[src/rtl/hazard_match_unit.sv]
// rtl/hazard_match_unit.sv - pipeline address/control registers and match generation for the hazard unit
// Optional feature macro: HAZ_R15_EXCLUDE_EN (R15 never produces a match)
module hazard_match_unit #(
  parameter int AW = 4,
  parameter int IW = 32
) (
  input  logic          clk,
  input  logic          reset,
  input  logic [IW-1:0] InstrF,
  input  logic          StallD,
  input  logic          FlushD,
  input  logic          FlushE,
  input  logic [AW-1:0] RA1D,
  input  logic [AW-1:0] RA2D,
  input  logic [AW-1:0] WA3D,
  input  logic          RegWriteD,
  input  logic          MemtoRegD,
  input  logic          PCSrcD,
  input  logic          CondExE,
  output logic [IW-1:0] InstrD,
  output logic          ValidD,
  output logic          Match_1E_M,
  output logic          Match_1E_W,
  output logic          Match_2E_M,
  output logic          Match_2E_W,
  output logic          Match_12D_E,
  output logic          RegWriteM,
  output logic          RegWriteW,
  output logic          MemtoRegE,
  output logic          PCSrcW,
  output logic          PCWrPendingF
);

  localparam logic [AW-1:0] PC_ADDR = AW'(15);

  logic [AW-1:0] ra1_e, ra2_e, wa3_e, wa3_m, wa3_w;
  logic          reg_write_e, pc_src_e, pc_src_m;

  // PC reads come from PCPlus8 when the exclusion is enabled, so R15 never forwards
  function automatic logic addr_eq(input logic [AW-1:0] src, input logic [AW-1:0] dst);
`ifdef HAZ_R15_EXCLUDE_EN
    return (src == dst) && (src != PC_ADDR) && (dst != PC_ADDR);
`else
    return (src == dst);
`endif
  endfunction

  always_ff @(posedge clk or negedge reset) begin
    if (!reset) begin
      InstrD <= '0;
      ValidD <= 1'b0;
    end else if (FlushD) begin
      InstrD <= '0;
      ValidD <= 1'b0;
    end else if (!StallD) begin
      InstrD <= InstrF;
      ValidD <= 1'b1;
    end
  end

  always_ff @(posedge clk or negedge reset) begin
    if (!reset) begin
      ra1_e       <= '0;
      ra2_e       <= '0;
      wa3_e       <= '0;
      reg_write_e <= 1'b0;
      MemtoRegE   <= 1'b0;
      pc_src_e    <= 1'b0;
    end else if (FlushE) begin
      ra1_e       <= '0;
      ra2_e       <= '0;
      wa3_e       <= '0;
      reg_write_e <= 1'b0;
      MemtoRegE   <= 1'b0;
      pc_src_e    <= 1'b0;
    end else begin
      ra1_e       <= RA1D;
      ra2_e       <= RA2D;
      wa3_e       <= WA3D;
      reg_write_e <= RegWriteD;
      MemtoRegE   <= MemtoRegD;
      pc_src_e    <= PCSrcD;
    end
  end

  // Writes that fail their condition are squashed on entry to M
  always_ff @(posedge clk or negedge reset) begin
    if (!reset) begin
      RegWriteM <= 1'b0;
      pc_src_m  <= 1'b0;
      wa3_m     <= '0;
      RegWriteW <= 1'b0;
      PCSrcW    <= 1'b0;
      wa3_w     <= '0;
    end else begin
      RegWriteM <= reg_write_e & CondExE;
      pc_src_m  <= pc_src_e & CondExE;
      wa3_m     <= wa3_e;
      RegWriteW <= RegWriteM;
      PCSrcW    <= pc_src_m;
      wa3_w     <= wa3_m;
    end
  end

  always_comb begin
    Match_1E_M   = addr_eq(ra1_e, wa3_m);
    Match_1E_W   = addr_eq(ra1_e, wa3_w);
    Match_2E_M   = addr_eq(ra2_e, wa3_m);
    Match_2E_W   = addr_eq(ra2_e, wa3_w);
    Match_12D_E  = addr_eq(RA1D, wa3_e) | addr_eq(RA2D, wa3_e);
    PCWrPendingF = PCSrcD | pc_src_e | pc_src_m;
  end

endmodule

[config.mk]
export PLATFORM = sky130hd
export DESIGN_NAME = hazard_match_unit
export DESIGN_NICKNAME = d
export VERILOG_FILES = /design/src/rtl/hazard_match_unit.sv
export SDC_FILE = /design/constraint.sdc
export NUM_CORES = 1
export LEC_CHECK = 0
export CORE_MARGIN = 1
export CORE_UTILIZATION = 35
export CTS_CLUSTER_DIAMETER = 80
export CTS_CLUSTER_SIZE = 24
export DETAILED_ROUTE_END_ITERATION = 8
export PLACE_DENSITY = 0.67
export SLEW_MARGIN = 5
export SYNTH_ARGS = -nofsm -noshare
export SYNTH_HDL_FRONTEND = slang
export SYNTH_SLANG_ARGS = --single-unit
[constraint.sdc]
create_clock -name clk -period 2 [get_ports clk]
set_clock_uncertainty 0.2 [all_clocks]
set_input_delay 0.4 -clock clk [delete_from_list [all_inputs] [get_ports clk]]
set_output_delay 0.4 -clock clk [all_outputs]
set_load 0.1 [all_outputs]
==> flow_summary.toml <==
[sta]
setup-tns-final_ns = -0.388
hold_violations = 0
worstMarginPinSlew_ns = 0.322
fin_crit_ns = 2.16
final-setup-viol-count = 5
grt_setup_unrepaired = "true"
hold_slack_ns = 0.183
worst_slack_ns = -0.155
fin_crit_sh_pct = 108
slew_violations = 0
max_freq_ghz = 0.464
timing.slew.headroom_pct = 78.5

[logic_synthesis]
syn_nets = 236
synth_mux_area_share_pct = 13.3
synth-compound-area-share_pct = 0.881
synthCells = 183
syn_area_um2 = 2410
synth_top_area_share_pct = 62.2
synthAdderAreaFrac_pct = 0
synth_cell_types = 17
synth-seq-cells = 60
synth_xor_area_share_pct = 8.70
synth_top_family_by_area = "multiplexers"
ys_top_cells_by_count = "dfrtp_1, mux2i_1, nor2_1"
synth_top_cell_by_area = "dfrtp_1"
yosysSeqAreaShare_pct = 62.2
ys_warn_count = 0
async_flop_share_pct = 100
synthTopCellsByArea = "dfrtp_1, mux2i_1, xor2_1, nor2_1, nor2b_1"
yosysMostFrequentCell = "dfrtp_1"
synth_edf_count = 0
syn-mean-instance-area_um2 = 13.2
ys.flop_type = "dfrtp_1"
synth-simple-area-share_pct = 10.9

[final_layout]
utilization_pct = 64.7
antennaDiodeCount = 0
fill_cells = 499
final_nets = 342
layout-drive-gt1-share_pct = 25.9
seq_area_um2 = 1500
area_growth_syn_to_layout_pct = 73.9
multi_input_area_um2 = 922

[worst_setup_path]
slowest_stage = "dfrtp_1"
endpoint_kind = "output pin"
worstSetupStartpointType = "flip-flop"
critPathMaxStageDelay_ns = 0.42
arrival_ns = 1.56
critical_path.max_fanout = 2
crit_required_ns = 1.40
reg2reg_depth = 2
crit_chain = "xor2_2 -> o41ai_4 -> buf_12"
worstSetupPathType = "flip-flop to output pin"

[detailed_routing]
vias_per_cell = 4.56
wl_met3_um = 369
drt_iter0_drc = 32
firstDrtPassIters = 4
drtAntennaViolNets = 0
routedWlPerCell_um = 14.5
wl_met2_um = 2620
met1_length_um = 2210
drc = 0
top_signal_layer_used = "met4"
routed_wl_um = 5350
dr_total_vias = 1687

[floorplan]
dieHeight_um = 85.1
start_util_pct = 37.2
coreArea_um2 = 6490
std_cell_rows = 29
io_pins = 96
fp.dieW_um = 85.1
fp.dieArea_um2 = 7240

[flow_run]
max_cap_violations = 0

[status]
outcome = "finished with violations"
failed_checks = "negative setup slack"

[placement]
gp_congestion = 0.767
pre_cts_ws_ns = -0.308
dp_hpwl_um = 3750
port_buffers = 95

[power_and_ir_drop]
p_leak_nw = 1.98
worst_ir_drop_vdd_mv = 0.460
p_per_area_nw_per_um2 = 814
total_power_mw = 3.42

[global_routing]
antenna_found_initial = 0
grt_overflow = 0
grt_usage_pct = 17.0
grt_pass1_wl_um = 9290
grt_pass1_vias = 1880
grt_start_max_net_pins = 61

[clock_network]
cts_tree = "yes"
htreeDepth = 3
clock_sinks = 60
cts-root-buf = "clkbuf_8"
numCtsBuffers = 9
worst_skew_pair.late_latency_ns = 0.32
cts.clk_slew.worst_paths_ns = 0.06
cts.path.max_buffers = 2

[hold_path]
hold_path_class = "flip-flop to flip-flop"
hold_depth = 0
kinds of logic (layout without fill, tap and decap cells):
group,after synthesis,in the layout
xor+xnor,24,24
mux,32,32
flops,60,60
buf+inv,10,120
compound gates,2,2
simple gates,55,55
timing repair:
item                                    CTS  global route
setup buffers                             4             0
gates resized for setup                   7             1
endpoints found under the setup margin    5             6
hold buffers                              1             0
pin swaps                                 4             0
hold endpoints to repair                 60             0
sequential cells by signal, indices dropped and copies added, names as in the netlist:
name,cells
InstrD,32
MemtoRegE,1
PCSrcW,1
RegWriteM,1
RegWriteW,1
ValidD,1
pc_src_e,1
pc_src_m,1
ra1_e,4
ra2_e,4
reg_write_e,1
wa3_e,4
wa3_m,4
wa3_w,4
through the flow:
stage | cell area [um2] | instances
4_1_cts | 4200 | 370
3_3_place_gp | 3940 | 350
6_report | 4200 | 370
5_1_grt | 4200 | 370
2_1_floorplan | 2490 | 183
3_5_place_dp | 3940 | 350
where the power goes:
part / leakage, nW / internal (mW) / switching [mW] / total, mW
clock network: 0.103 / 0.673 / 0.440 / 1.11
logic: 1.09 / 0.391 / 0.572 / 0.962
registers: 0.787 / 1.28 / 0.0653 / 1.34
total: 1.98 / 2.34 / 1.08 / 3.42
layer usage:
layer  vias up  global-route usage (%)
met2        58                    26.5
met5         -                       0
met3        14                    5.93
met4         0                    9.86
li1        806                       -
met1       809                    20.6
cell usage in the layout (no fill, tap or decap), drive strengths merged:
master / Yosys / routed
clkbuf: 2 / 14
xor2: 20 / 20
xnor2: 4 / 4
nor4: 4 / 4
or3: 1 / 1
nor2b: 15 / 15
inv: 1 / 1
bufinv: 0 / 1
clkdlybuf4s50: 0 / 46
o41ai: 1 / 1
mux2i: 32 / 32
nand4: 1 / 1
dfrtp: 60 / 60
dlygate4sd2: 0 / 4
dlygate4sd3: 0 / 1
nor2: 32 / 32
and2: 2 / 2
a21oi: 1 / 1
buf: 7 / 53
worst paths after layout:
check,endpoint,start,slack (ns)
hold / removal,PCSrcW$_DFF_PN0_,pc_src_m$_DFF_PN0_,0.18
min in group asynchronous,InstrD[4]$_DFFE_PN0P_,reset,0.42
setup reg to reg,InstrD[19]$_DFFE_PN0P_,InstrD[19]$_DFFE_PN0P_,1.04
setup / recovery,Match_12D_E,wa3_e[1]$_DFF_PN0_,-0.16
hold reg to reg,PCSrcW$_DFF_PN0_,pc_src_m$_DFF_PN0_,0.18
max in group asynchronous,InstrD[0]$_DFFE_PN0P_,reset,0.91
area by class of cell:
| type | instances | share of cell area, % |
|---|---|---|
| Sequential cell | 60 | 35.7 |
| Timing Repair Buffer | 104 | 35.1 |
| Multi-Input combinational cell | 113 | 22.0 |
| Clock buffer | 14 | 4.11 |
| Tap cell | 77 | 2.29 |
| Clock inverter | 1 | 0.715 |
| Inverter | 1 | 0.0894 |
worst max-delay path, delay by kind of cell (launching register included):
| kind | cells | cell delay (ns) |
|---|---|---|
| xor gates and xnor gates | 1 | 0.17 |
| DFF | 1 | 0.42 |
| AOI/OAI and AO/OA | 1 | 0.42 |
| buffers and inverters | 1 | 0.22 |
(Power assumes the default switching activity.)
